$ cat config.mk
export PLATFORM = sky130hd
export DESIGN_NAME = scc_wave_scheduler
export DESIGN_NICKNAME = d
export VERILOG_FILES = /design/src/rtl/scc_pkg.sv /design/src/rtl/scc_wave_counter.sv /design/src/rtl/scc_wave_scheduler.sv
export SDC_FILE = /design/constraint.sdc
export NUM_CORES = 1
export LEC_CHECK = 0
export CAP_MARGIN = 25
export CORE_ASPECT_RATIO = 0.8
export CORE_MARGIN = 4
export CORE_UTILIZATION = 45
export CTS_CLUSTER_DIAMETER = 120
export CTS_CLUSTER_SIZE = 24
export DETAILED_ROUTE_END_ITERATION = 6
export HOLD_SLACK_MARGIN = 0.05
export PLACE_DENSITY = 0.68
export SKIP_LAST_GASP = 1
export SLEW_MARGIN = 20
export SYNTH_ARGS = -nofsm -noshare
export SYNTH_HDL_FRONTEND = slang
export SYNTH_SLANG_ARGS = --single-unit
$ cat constraint.sdc
create_clock -name clk -period 4.1 [get_ports clk]
set_clock_uncertainty 0.15 [all_clocks]
set_input_delay 0.615 -clock clk [delete_from_list [all_inputs] [get_ports clk]]
set_output_delay 0.615 -clock clk [all_outputs]
set_load 0.02 [all_outputs]
$ cat src/rtl/scc_pkg.sv
// Shared constants and types for the SCC wave scheduler.
// Frame: 5 channel fetch slots followed by 3 CPU slots.
package scc_pkg;
  localparam int CH_SLOTS = 5;
  localparam int FRAME    = 8;
  localparam int FREQ_W   = 12;
  localparam int PTR_W    = 5;

  // Wave-RAM address: 32-byte table per channel
  typedef struct packed {
    logic [2:0]       ch;
    logic [PTR_W-1:0] idx;
  } wave_addr_t;
endpackage

$ cat src/rtl/scc_wave_counter.sv
// Per-channel period counter and wave-table pointer.
// Steps only in the channel's own slot; a key-on edge restarts the
// pointer at the channel's next slot.
module scc_wave_counter
  import scc_pkg::*;
#(
  parameter int FREQ_W = scc_pkg::FREQ_W
) (
  input  logic              clk,
  input  logic              nreset,
  input  logic              slot_hit_i,
  input  logic              en_i,
  input  logic              freq_we_i,
  input  logic [FREQ_W-1:0] freq_d_i,
  output logic [PTR_W-1:0]  ptr_o
);
  logic [FREQ_W-1:0] freq_q, freq_d, cnt_q, cnt_d;
  logic [PTR_W-1:0]  ptr_q, ptr_d;
  logic              pend_q, pend_d, en_prev_q;
  logic              rise, start;

  assign rise  = en_i & ~en_prev_q;
  assign start = slot_hit_i & en_i & (pend_q | rise);
  assign ptr_o = ptr_q;

  // Next state: key-on restart, else reload/advance or decrement (old freq used on reload)
  always_comb begin
    freq_d = freq_we_i ? freq_d_i : freq_q;
    cnt_d  = cnt_q;
    ptr_d  = ptr_q;
    pend_d = pend_q;
    if (slot_hit_i && en_i) pend_d = 1'b0;
    else if (rise)          pend_d = 1'b1;
    if (start) begin
      cnt_d = freq_q;
      ptr_d = '0;
    end else if (slot_hit_i && en_i && freq_q != '0) begin
      if (cnt_q == '0) begin
        cnt_d = freq_q;
        ptr_d = ptr_q + 1'b1;
      end else begin
        cnt_d = cnt_q - 1'b1;
      end
    end
  end

  // Channel state registers
  always_ff @(posedge clk or negedge nreset) begin
    if (!nreset) begin
      freq_q    <= '0;
      cnt_q     <= '0;
      ptr_q     <= '0;
      pend_q    <= 1'b0;
      en_prev_q <= 1'b0;
    end else begin
      freq_q    <= freq_d;
      cnt_q     <= cnt_d;
      ptr_q     <= ptr_d;
      pend_q    <= pend_d;
      en_prev_q <= en_i;
    end
  end
endmodule

$ cat src/rtl/scc_wave_scheduler.sv
// SCC wave-RAM scheduler: 8-cycle frame, slots 0..4 fetch one sample per
// channel, slots 5..7 carry at most one CPU access per frame.
// Option SCC_CH45_SHARE_EN: channel 4 reads channel 3's table and the
// 0x80..0x9F CPU window becomes write-ignored / read-as-0xFF.
module scc_wave_scheduler
  import scc_pkg::*;
#(
  parameter int SLOTS  = 8,
  parameter int FREQ_W = 12
) (
  input  logic              nreset,
  input  logic              clk,
  input  logic [4:0]        ch_enable,
  input  logic              freq_we,
  input  logic [2:0]        freq_ch,
  input  logic [FREQ_W-1:0] freq_d,
  input  logic              cpu_req,
  input  logic              cpu_we,
  input  logic [7:0]        cpu_addr,
  input  logic [7:0]        cpu_d,
  output logic              cpu_ack,
  output logic [7:0]        cpu_q,
  output logic [7:0]        sram_addr,
  output logic              sram_we,
  output logic [7:0]        sram_d,
  input  logic [7:0]        sram_q,
  output logic              smp_valid,
  output logic [2:0]        smp_ch,
  output logic              smp_mute
);
  // Frame length is fixed; any other SLOTS value falls back to FRAME
  localparam int LAST = (SLOTS == FRAME) ? SLOTS - 1 : FRAME - 1;

  logic [2:0] slot_q, slot_d;
  logic       served_q, served_d;
  logic       ack_q, ack_rd_q, ack_ff_q;
  logic [7:0] cpu_q_q, rd_data;
  logic       smp_valid_q, smp_mute_q;
  logic [2:0] smp_ch_q, ch_sel;
  logic       ch_slot, cpu_go, blocked, ch_en_sel;
  wave_addr_t fetch_addr;
  logic [CH_SLOTS-1:0][PTR_W-1:0] ptr;

  for (genvar g = 0; g < CH_SLOTS; g++) begin : g_ch
    scc_wave_counter #(.FREQ_W(FREQ_W)) u_cnt (
      .clk       (clk),
      .nreset    (nreset),
      .slot_hit_i(slot_q == 3'(g)),
      .en_i      (ch_enable[g]),
      .freq_we_i (freq_we && freq_ch == 3'(g)),
      .freq_d_i  (freq_d),
      .ptr_o     (ptr[g])
    );
  end

`ifdef SCC_CH45_SHARE_EN
  assign blocked = (cpu_addr[7:5] == 3'd4);
`else
  assign blocked = 1'b0;
`endif

  assign ch_slot  = slot_q < 3'(CH_SLOTS);
  assign ch_sel   = ch_slot ? slot_q : 3'd0;
  assign cpu_go   = ~ch_slot & cpu_req & ~served_q;
  assign slot_d   = (slot_q == 3'(LAST)) ? 3'd0 : slot_q + 3'd1;
  assign served_d = ch_slot ? 1'b0 : (served_q | cpu_go);

  // Fetch address and key state of the channel owning this slot
  always_comb begin
    fetch_addr.ch  = ch_sel;
    fetch_addr.idx = '0;
    ch_en_sel      = 1'b0;
    for (int i = 0; i < CH_SLOTS; i++) begin
      if (ch_sel == 3'(i)) begin
        fetch_addr.idx = ptr[i];
        ch_en_sel      = ch_enable[i];
      end
    end
`ifdef SCC_CH45_SHARE_EN
    if (ch_sel == 3'd4) fetch_addr.ch = 3'd3;
`endif
  end

  assign sram_we   = cpu_go & cpu_we & ~blocked;
  assign sram_addr = ch_slot ? fetch_addr : (cpu_go ? cpu_addr : 8'h00);
  assign sram_d    = sram_we ? cpu_d : 8'h00;
  assign rd_data   = ack_ff_q ? 8'hFF : sram_q;
  assign cpu_q     = ack_rd_q ? rd_data : cpu_q_q;
  assign cpu_ack   = ack_q;
  assign smp_valid = smp_valid_q;
  assign smp_ch    = smp_ch_q;
  assign smp_mute  = smp_mute_q;

  // Slot counter and CPU service/ack tracking; reset aborts any pending ack
  always_ff @(posedge clk or negedge nreset) begin
    if (!nreset) begin
      slot_q   <= '0;
      served_q <= 1'b0;
      ack_q    <= 1'b0;
      ack_rd_q <= 1'b0;
      ack_ff_q <= 1'b0;
      cpu_q_q  <= '0;
    end else begin
      slot_q   <= slot_d;
      served_q <= served_d;
      ack_q    <= cpu_go;
      ack_rd_q <= cpu_go & ~cpu_we;
      ack_ff_q <= cpu_go & ~cpu_we & blocked;
      if (ack_rd_q) cpu_q_q <= rd_data;
    end
  end

  // Sample strobe, one cycle after the fetch slot to match sram_q latency
  always_ff @(posedge clk or negedge nreset) begin
    if (!nreset) begin
      smp_valid_q <= 1'b0;
      smp_ch_q    <= '0;
      smp_mute_q  <= 1'b0;
    end else begin
      smp_valid_q <= ch_slot;
      smp_ch_q    <= ch_sel;
      smp_mute_q  <= ch_slot & ~ch_en_sel;
    end
  end
endmodule

==> results.json, run 1 <==
{
  "status": "complete, no violations",
  "rrSetupSlack_ns": 0.99,
  "gp_congestion": 0.894,
  "drt_iter0_drc": 604,
  "cts_tree": "yes",
  "worst_pin_slew_ns": 0.850,
  "setup_viol": 0,
  "powerDensity_mw_per_mm2": 415,
  "grt_pass1_vias": 7005,
  "routed_wire_length_per_instance_um": 18.8,
  "placed_cell_area_mm2": 0.0102,
  "synth_top_area_share": 0.479,
  "crit_arrival_ns": 2.92,
  "ctsHoldBuffers": 0,
  "p_clk_frac": 0.328,
  "fill_cells": 1730,
  "finalHoldViolCount": 0,
  "p_switching_mw": 1.29,
  "start_util": 0.458,
  "first_pass_iters": 5,
  "clockBufferDepth": 2,
  "hpwl_um": 16500,
  "rsz0062_at_grt": "no",
  "synth-async-reset-ratio": 1.00,
  "grt_overflow_total": 0,
  "grt_antenna_before_repair": 0,
  "finalSetupTns_ns": 0,
  "end_kind": "primary output",
  "vdd_drop_max_uv": 292,
  "cellInternalPower_mw": 3.16,
  "grt_usage": 0.213,
  "synth_cell_types": 63,
  "layout_min_cycle_time_ns": 3.68,
  "wl_met2_um": 10200,
  "die_x_um": 167,
  "comb_power_share": 0.164,
  "post-cts-setup-buffer-count": 0,
  "power_frac_seq": 0.508,
  "cts_resized": 0,
  "maxSlewViolCount": 0,
  "root_buffer": "clkbuf_16",
  "path_clk_slew_ns": 0.06,
  "antenna_cells": 0,
  "yosysWarnings": 0,
  "vias_per_cell": 6.04,
  "ys_seq_elements": 174,
  "power.total_mw": 4.45,
  "criticalPathCategory": "reg2out",
  "die_area_mm2": 0.0226,
  "antenna_left": 0,
  "vias": 7549,
  "reg2reg_to": "g_ch[2].u_cnt.cnt_q[8]$_DFFE_PN0P_",
  "synth_area_leaders": "dfrtp_1 (48%), mux2_2 (8.4%), o21ai_0 (3.3%)",
  "cts-buffers-inserted": 17,
  "ys_seq_area_frac": 0.479,
  "finalNetCount": 1042,
  "cts_htree_levels": 4,
  "io_pins": 80,
  "grt_start_max_net_pins": 88,
  "synth_edf_count": 0,
  "path_max_fanout": 14,
  "core_mm2": 0.0199,
  "syn_avg_cell_area_um2": 10.1,
  "postRouteWirelength_um": 23500,
  "hp-class": "in2async",
  "insertion_delay_ns": 0.42,
  "r2r_cells": 7,
  "yosys.area.top_type": "dfrtp_1",
  "r2r-start": "slot_q[0]$_DFF_PN0_",
  "max_freq_mhz": 272,
  "min_period_over_period": 0.898,
  "swShare": 0.290,
  "io_buffers": 79,
  "syn_inst": 897,
  "maxSlewHeadroom": 0.428,
  "top_layer": "met4",
  "drc": 0,
  "rows": 46,
  "drv_cap": 0,
  "drive_above_1_share": 0.143,
  "grt_pass1_wl_um": 38400,
  "yosys_most_used_dff": "dfrtp_1",
  "m1WireLength_um": 11200,
  "crit_path_start_kind": "register",
  "cts_sinks": 174,
  "required_ns": 3.34,
  "dieHeight_um": 135,
  "syn_to_final_growth_pct": 18.0,
  "wl_met3_um": 1790,
  "leakagePower_nw": 4.51,
  "synth_nets": 967,
  "synth_area_mm2": 0.00910,
  "final_area_mm2": 0.0107
}
==> cells in the final DEF, fill, tap and decap left out, types with 5 or more instances in the layout <==
master           Yosys  final
dfrtp_1            174    174
clkdlybuf4s50_1      0     78
mux2_2              68     68
nand2_1             67     67
o21ai_0             60     60
nand3_1             50     50
a21oi_1             45     45
nor2_1              42     42
inv_1               40     40
nor3_1              26     25
nor4_1              25     25
or4_1               23     23
ha_1                21     21
a22oi_1             19     19
mux2i_1             18     18
buf_4                0     18
clkbuf_16            0     17
nand4_1             14     14
a2bb2oi_1           14     14
and3_1              11     11
o31ai_1             10     10
a31oi_1              9      9
o22ai_1              9      9
a21o_1               7      7
o2bb2ai_1            7      7
o311ai_0             7      7
o211ai_1             6      6
nand2b_1             5      5
o21a_1               5      5
or3_1                5      5
mux4_2               5      5
clkinvlp_4           0      5
==> routing by layer <==
metal	up-vias	global-route usage
met5	-	0
met4	0	0.0536
met3	22	0.0528
met2	280	0.313
met1	3706	0.319
li1	3541	-
==> state kept, by name (all words and copies together), names as in the netlist <==
register	cells
ack_rd_q	1
cpu_ack	1
cpu_q_q	8
g_ch.u_cnt.cnt_q	60
g_ch.u_cnt.en_prev_q	5
g_ch.u_cnt.freq_q	60
g_ch.u_cnt.pend_q	5
g_ch.u_cnt.ptr_o	25
served_q	1
slot_q	3
smp_ch	3
smp_mute	1
smp_valid	1
==> final cells by class <==
cell class	count	area, µm²	share of cell area
multi-input combinational	640	4430	0.413
timing repair buffer	98	935	0.0871
tap	264	330	0.0308
sequential	174	4350	0.406
inverter	41	154	0.0143
clock buffer	22	464	0.0432
clock inverter	10	66.3	0.00618
==> synthesized netlist by cell type (4+ instances only) <==
cell type,n
a21o_1,7
a21oi_1,45
a22oi_1,19
a2bb2oi_1,14
a31oi_1,9
and3_1,11
and3b_1,4
buf_1,6
clkbuf_1,34
dfrtp_1,174
ha_1,21
inv_1,40
mux2_2,68
mux2i_1,18
mux4_2,5
nand2_1,67
nand2b_1,5
nand3_1,50
nand4_1,14
nor2_1,42
nor2b_1,4
nor3_1,26
nor4_1,25
o211ai_1,6
o21a_1,5
o21ai_0,60
o22ai_1,9
o2bb2ai_1,7
o311ai_0,7
o31ai_1,10
or2_2,4
or3_1,5
or4_1,23
==> through the flow <==
stage | util | setup slack, ns | hold slack, ns | cells
global placement | 0.513 | 0.829 | 0.329 | 1215
finish | 0.541 | 0.419 | 0.0648 | 1249
floorplan | - | 1.27 | 0.169 | 897
global route | 0.541 | 0.165 | 0.130 | 1249
CTS | 0.540 | 0.385 | 0.127 | 1247
detailed placement | 0.513 | 0.825 | 0.335 | 1215
==> power by group through the flow <==
stage	Sequential (mW)	Clock [mW]	Combinational, mW
CTS	2.25	1.50	0.738
finish	2.26	1.46	0.732
floorplan	2.19	0	0.505
global route	2.30	1.57	0.825
detailed placement	2.28	0	0.735
global placement	2.27	0	0.716
==> kinds of logic (layout without fill, tap and decap cells) <==
kind of cell               Yosys count  after routing  synth area share
AOI/OAI and AO/OA                  228            228             0.165
adders and majority gates           21             21            0.0289
buffers and inverters               83            171            0.0359
DFF                                174            174             0.479
muxes                               91             91             0.116
and+or+nand+nor                    300            300             0.176
==> critical path, stage by stage, from the launching register on <==
cell,delay (ns)
dfrtp_1,0.69
o21ai_0,0.32
nor3b_2,0.44
buf_4,0.25
a22oi_1,0.10
nand2_1,0.11
clkdlybuf4s50_1,0.60
==> worst max path at each step <==
stage                         from                             endpoint  slack (ns)  cells past startpoint
3_5_place_dp               cpu_req                         sram_addr[0]        0.82                      6
3_3_place_gp               cpu_req                         sram_addr[3]        0.83                      6
5_1_grt        slot_q[0]$_DFF_PN0_                         sram_addr[0]        0.16                      6
4_1_cts        slot_q[0]$_DFF_PN0_                         sram_addr[0]        0.38                      6
6_report       slot_q[0]$_DFF_PN0_                         sram_addr[0]        0.42                      6
2_1_floorplan  slot_q[0]$_DFF_PN0_  g_ch[2].u_cnt.cnt_q[10]$_DFFE_PN0P_        1.27                     10
(Power assumes the default switching activity.)
==> run 2: changes to the inputs <==
ABC_AREA = 1   (was default)
PLACE_DENSITY = 0.67   (was 0.68)
==> results.json, run 2 <==
{
  "synth_nets": 1469,
  "cts_htree_levels": 4,
  "crit_arrival_ns": 2.66,
  "grt_pass1_wl_um": 41300,
  "min_period_over_period": 0.835,
  "clockBufferDepth": 2,
  "r2r-start": "slot_q[0]$_DFF_PN0_",
  "first_pass_iters": 5,
  "insertion_delay_ns": 0.43,
  "path_buf_inv": 1,
  "crit_path_start_kind": "register",
  "maxSlewViolCount": 0,
  "grt_start_max_net_pins": 93,
  "hold_ws_ns": 0.0954,
  "grt_overflow_total": 0,
  "die_area_mm2": 0.0247,
  "antenna_cells": 0,
  "yosys_most_used_dff": "dfrtp_1",
  "reg2reg_to": "g_ch[0].u_cnt.ptr_o[1]$_DFFE_PN0P_",
  "crit_top_cell": "nand3_1",
  "grt_usage": 0.205,
  "ctsHoldBuffers": 0,
  "ys_top_cells_by_count": "nand2_1 (488), inv_1 (190), dfrtp_1 (174)",
  "cts_resized": 0,
  "io_pins": 80,
  "cts-buffers-inserted": 17,
  "drive_above_1_share": 0.0628,
  "core_mm2": 0.0217,
  "grt_pass1_vias": 8106,
  "required_ns": 3.34,
  "vdd_drop_max_uv": 227,
  "antenna_left": 0,
  "die_x_um": 175,
  "ys_seq_area_frac": 0.434,
  "synth-async-reset-ratio": 1.00,
  "routed_wire_length_per_instance_um": 14.1,
  "criticalPathCategory": "reg2out",
  "rsz0062_at_grt": "no",
  "synth_area_leaders": "dfrtp_1 (43%), nand2_1 (18%), inv_1 (7.1%)",
  "mostFrequentLayoutCell": "nand2_1",
  "io_buffers": 79,
  "end_kind": "primary output",
  "max_freq_mhz": 292,
  "syn_to_final_growth_pct": 15.8,
  "leakagePower_nw": 5.94,
  "root_buffer": "clkbuf_16",
  "gp_congestion": 0.904,
  "critical_path.top_delay_family": "simple AND/OR/NAND/NOR gates",
  "crit_chain": "nand2_1 -> nand3_1 -> nand3_1 -> o21ai_1 -> nand3_1 -> clkdlybuf4s50_1",
  "dp.cells": 1751,
  "syn_avg_cell_area_um2": 7.17,
  "drt_iter0_drc": 791,
  "fin_cells": 1782,
  "slowest_stage": "dfrtp_1",
  "cts_tree": "yes",
  "maxSlewHeadroom": 0.405,
  "powerDensity_mw_per_mm2": 438,
  "synth_top_area_share": 0.434,
  "r2r_cells": 9,
  "finalSetupTns_ns": 0,
  "worst_pin_slew_ns": 0.890,
  "status": "complete, no violations",
  "drc": 0,
  "start_util": 0.461,
  "finalNetCount": 1540,
  "slowest_delay_ns": 0.74,
  "grt_antenna_before_repair": 0,
  "vias_per_cell": 5.01,
  "postRouteWirelength_um": 25100,
  "yosys.area.top_type": "dfrtp_1",
  "rows": 48,
  "dieHeight_um": 142,
  "cts_sinks": 174,
  "synth_area_mm2": 0.0100,
  "finalHoldViolCount": 0,
  "hp-class": "in2async",
  "vias": 8920,
  "path_clk_slew_ns": 0.06,
  "ys_seq_elements": 174,
  "rrSetupSlack_ns": 1.46,
  "final_cell_mix": "nand2_1 (488), inv_1 (190), dfrtp_1 (174)",
  "setup_viol": 0,
  "yosysWarnings": 0,
  "preCtsSetupSlack_ns": 1.10,
  "syn_inst": 1399,
  "post-cts-setup-buffer-count": 0,
  "synth_edf_count": 0,
  "synth_cell_types": 39,
  "path_max_fanout": 14,
  "drv_cap": 0,
  "setup_ws_ns": 0.674,
  "synth_most_common_cell": "nand2_1",
  "hpwl_um": 18100,
  "layout_min_cycle_time_ns": 3.43
}
-- run 2: changes by cell type after synthesis, moves of 23 or more --
cell and change:
or4_1 -23, nand3_1 +68, nand2_1 +421, mux2_2 -60, o21ai_0 +40, nor4_1 -25, a21oi_1 -25, nor2_1 +91
clkbuf_1 -23, inv_1 +150
-- run 2: through the flow --
stage	total power [mW]	area, µm²	utilization
after global placement	3.50	11000	0.508
after detailed placement	3.54	11000	0.508
after CTS	5.12	11600	0.534
after floorplan	3.15	10000	-
final	5.09	11600	0.534
after global routing	5.44	11600	0.534
-- run 2: how the worst max path moves through the flow --
stage,depth (start not counted),slack [ns],end,startpoint
2_1_floorplan,8,1.97,sram_addr[1],slot_q[2]$_DFF_PN0_
4_1_cts,6,0.65,sram_addr[3],slot_q[2]$_DFF_PN0_
6_report,6,0.67,sram_addr[3],slot_q[2]$_DFF_PN0_
5_1_grt,8,0.49,sram_addr[2],slot_q[2]$_DFF_PN0_
3_5_place_dp,6,1.10,sram_addr[3],slot_q[2]$_DFF_PN0_
3_3_place_gp,6,1.12,sram_addr[3],slot_q[2]$_DFF_PN0_
-- run 2: kinds of logic after synthesis --
kind of cell | Yosys count | share of synthesized area
AO/OA/AOI/OAI | 147 | 0.0824
XOR/XNOR | 21 | 0.0183
adder cells (fa/ha/maj) | 21 | 0.0262
buffers and inverters | 231 | 0.0947
flip-flops | 174 | 0.434
multiplexers | 8 | 0.00899
AND/OR/NAND/NOR | 797 | 0.335
-- run 2: layout make-up --
type	instances	area [µm²]
timing repair buffer	83	835
fill	2150	10100
sequential	174	4350
tap	300	375
multi-input combinational	994	4720
clock inverter	5	55.1
clock buffer	26	509
inverter	200	759
-- run 2: per-layer routing --
metal  part of all wire  GRT usage
met1               0.52      0.320
met2               0.41      0.297
met3              0.063     0.0386
met4             0.0082     0.0430
met5                  0          0
-- run 2: where the power goes --
group	internal, mW	switching [mW]
registers	2.01	0.281
logic	0.476	0.757
clock network	0.913	0.650
total	3.40	1.69
==> run 3: changes to the inputs <==
clock period = 3.5 ns   (was 4.1 ns; I/O delays follow)
==> results.json, run 3 (same netlist as run 2, synthesis figures left out) <==
{
  "status": "complete, no violations",
  "criticalPathCategory": "reg2out",
  "vias": 8945,
  "antenna_left": 0,
  "cts_htree_levels": 4,
  "power_frac_seq": 0.440,
  "cts_tree": "yes",
  "finalHoldViolCount": 0,
  "power.total_mw": 6.11,
  "clockBufferDepth": 2,
  "p_clk_frac": 0.322,
  "insertion_delay_ns": 0.43,
  "rsz0062_at_grt": "no",
  "grt-busiest-layer": "met1",
  "routed_wire_length_per_instance_um": 14.4,
  "grt_pass1_wl_um": 42800,
  "min_period_over_period": 0.935,
  "crit_chain": "inv_4 -> nand2_1 -> nor2_1 -> nand2_1 -> nand4_1 -> nand2_1 -> o211ai_1 -> clkdlybuf4s50_1",
  "drv_cap": 0,
  "finalSetupTns_ns": 0,
  "swShare": 0.338,
  "vias_per_cell": 5.01,
  "placed_cell_area_mm2": 0.0111,
  "p_switching_mw": 2.06,
  "gp_congestion": 0.914,
  "syn_to_final_growth_pct": 16.5,
  "hp-class": "reg2reg",
  "antenna_cells": 0,
  "path_buf_inv": 2,
  "mostFrequentLayoutCell": "nand2_1",
  "first_pass_iters": 6,
  "root_buffer": "clkbuf_16",
  "grt_pass1_vias": 8170,
  "grt_use_met3": 0.0448,
  "io_pins": 80,
  "drc": 0,
  "finalNetCount": 1544,
  "crit_arrival_ns": 2.60,
  "path_clk_slew_ns": 0.07,
  "grt_antenna_before_repair": 0,
  "critical_path.top_delay_family": "buffers and inverters",
  "max_freq_mhz": 306,
  "vdd_drop_max_uv": 320,
  "hold_ws_ns": 0.335,
  "path_max_fanout": 14,
  "grt_overflow_total": 0,
  "cts_sinks": 174,
  "maxSlewHeadroom": 0.422,
  "dieHeight_um": 142,
  "crit_path_start_kind": "register",
  "grt_start_max_net_pins": 63,
  "slowest_delay_ns": 0.64,
  "drt_iter0_drc": 848,
  "dp.cells": 1754,
  "start_util": 0.461,
  "grt_usage": 0.213,
  "fin_cells": 1787,
  "final_cell_mix": "nand2_1 (488), inv_1 (190), dfrtp_1 (173)",
  "required_ns": 2.82,
  "hpwl_um": 18500,
  "comb_power_share": 0.237,
  "grtUsageMet2": 0.318,
  "cts-buffers-inserted": 17,
  "slowest_stage": "clkdlybuf4s50_1",
  "powerDensity_mw_per_mm2": 523,
  "leakagePower_nw": 5.97,
  "rows": 48,
  "end_kind": "primary output",
  "maxSlewViolCount": 0,
  "min_path_cells": 2,
  "worst_pin_slew_ns": 0.864,
  "postRouteWirelength_um": 25800,
  "core_mm2": 0.0217,
  "final_area_mm2": 0.0117,
  "r2r_cells": 9,
  "post-cts-setup-buffer-count": 0,
  "layout_min_cycle_time_ns": 3.27,
  "io_buffers": 79,
  "crit_top_cell": "nand2_1",
  "cp.depth": 8,
  "cellInternalPower_mw": 4.04,
  "setup_viol": 0,
  "die_area_mm2": 0.0247,
  "die_x_um": 175,
  "drive_above_1_share": 0.0679,
  "gr-usage-met1": 0.323
}
## run 3: worst reg2reg max path, stage by stage (launching register included)
cell and delay [ns]:
dfrtp_1 0.55, ha_1 0.24, ha_1 0.15, nand2_1 0.07, inv_1 0.15, nand2_2 0.19, nand2_4 0.23, nand3_1 0.41
nand2_1 0.21, o21ai_2 0.07
## run 3: final timing paths
| check | start | to | slack [ns] |
|---|---|---|---|
| worst max-delay path | slot_q[2]$_DFF_PN0_ | sram_addr[1] | 0.23 |
| worst min-delay path | g_ch[3].u_cnt.freq_q[8]$_DFFE_PN0P_ | g_ch[3].u_cnt.freq_q[8]$_DFFE_PN0P_ | 0.33 |
| worst max register to register | slot_q[0]$_DFF_PN0_ | g_ch[3].u_cnt.ptr_o[1]$_DFFE_PN0P_ | 0.95 |
| worst min register to register | g_ch[3].u_cnt.freq_q[8]$_DFFE_PN0P_ | g_ch[3].u_cnt.freq_q[8]$_DFFE_PN0P_ | 0.33 |
| max in group asynchronous | nreset | cpu_ack$_DFF_PN0_ | 1.79 |
| min in group asynchronous | nreset | g_ch[4].u_cnt.ptr_o[2]$_DFFE_PN0P_ | 0.49 |
## run 3: through the flow
step	utilization	setup WS, ns
finish	0.537	0.227
detailed placement	0.509	0.599
global route	0.537	0.0727
floorplan	-	1.46
CTS	0.537	0.120
global placement	0.509	0.630
## run 3: what timing repair did
action | CTS | global route
hold endpoints to repair | 59 | 0
endpoints found under the setup margin | 0 | 4
resized for setup | 0 | 2
hold buffers | 1 | 0
## run 3: per-layer routing
layer  wire, µm  part of all wire
met5          0                 0
met4        264             0.010
met3       1780             0.069
met2      10600              0.41
met1      13100              0.51
## run 3: final cells by class
cell class                      count  area [µm²]
Clock inverter                     13         163
Timing Repair Buffer               87         867
Clock buffer                       19         433
Fill cell                        2115       10100
Sequential cell                   174        4360
Tap cell                          300         375
Multi-Input combinational cell    994        4720
Inverter                          200         759
## run 3: power by group through the flow
stage	Clock [mW]	Combinational, mW	Sequential (mW)
global route	2.09	1.69	2.74
finish	1.97	1.45	2.69
global placement	0	1.41	2.71
detailed placement	0	1.44	2.71
CTS	2.01	1.45	2.68
floorplan	0	1.07	2.62
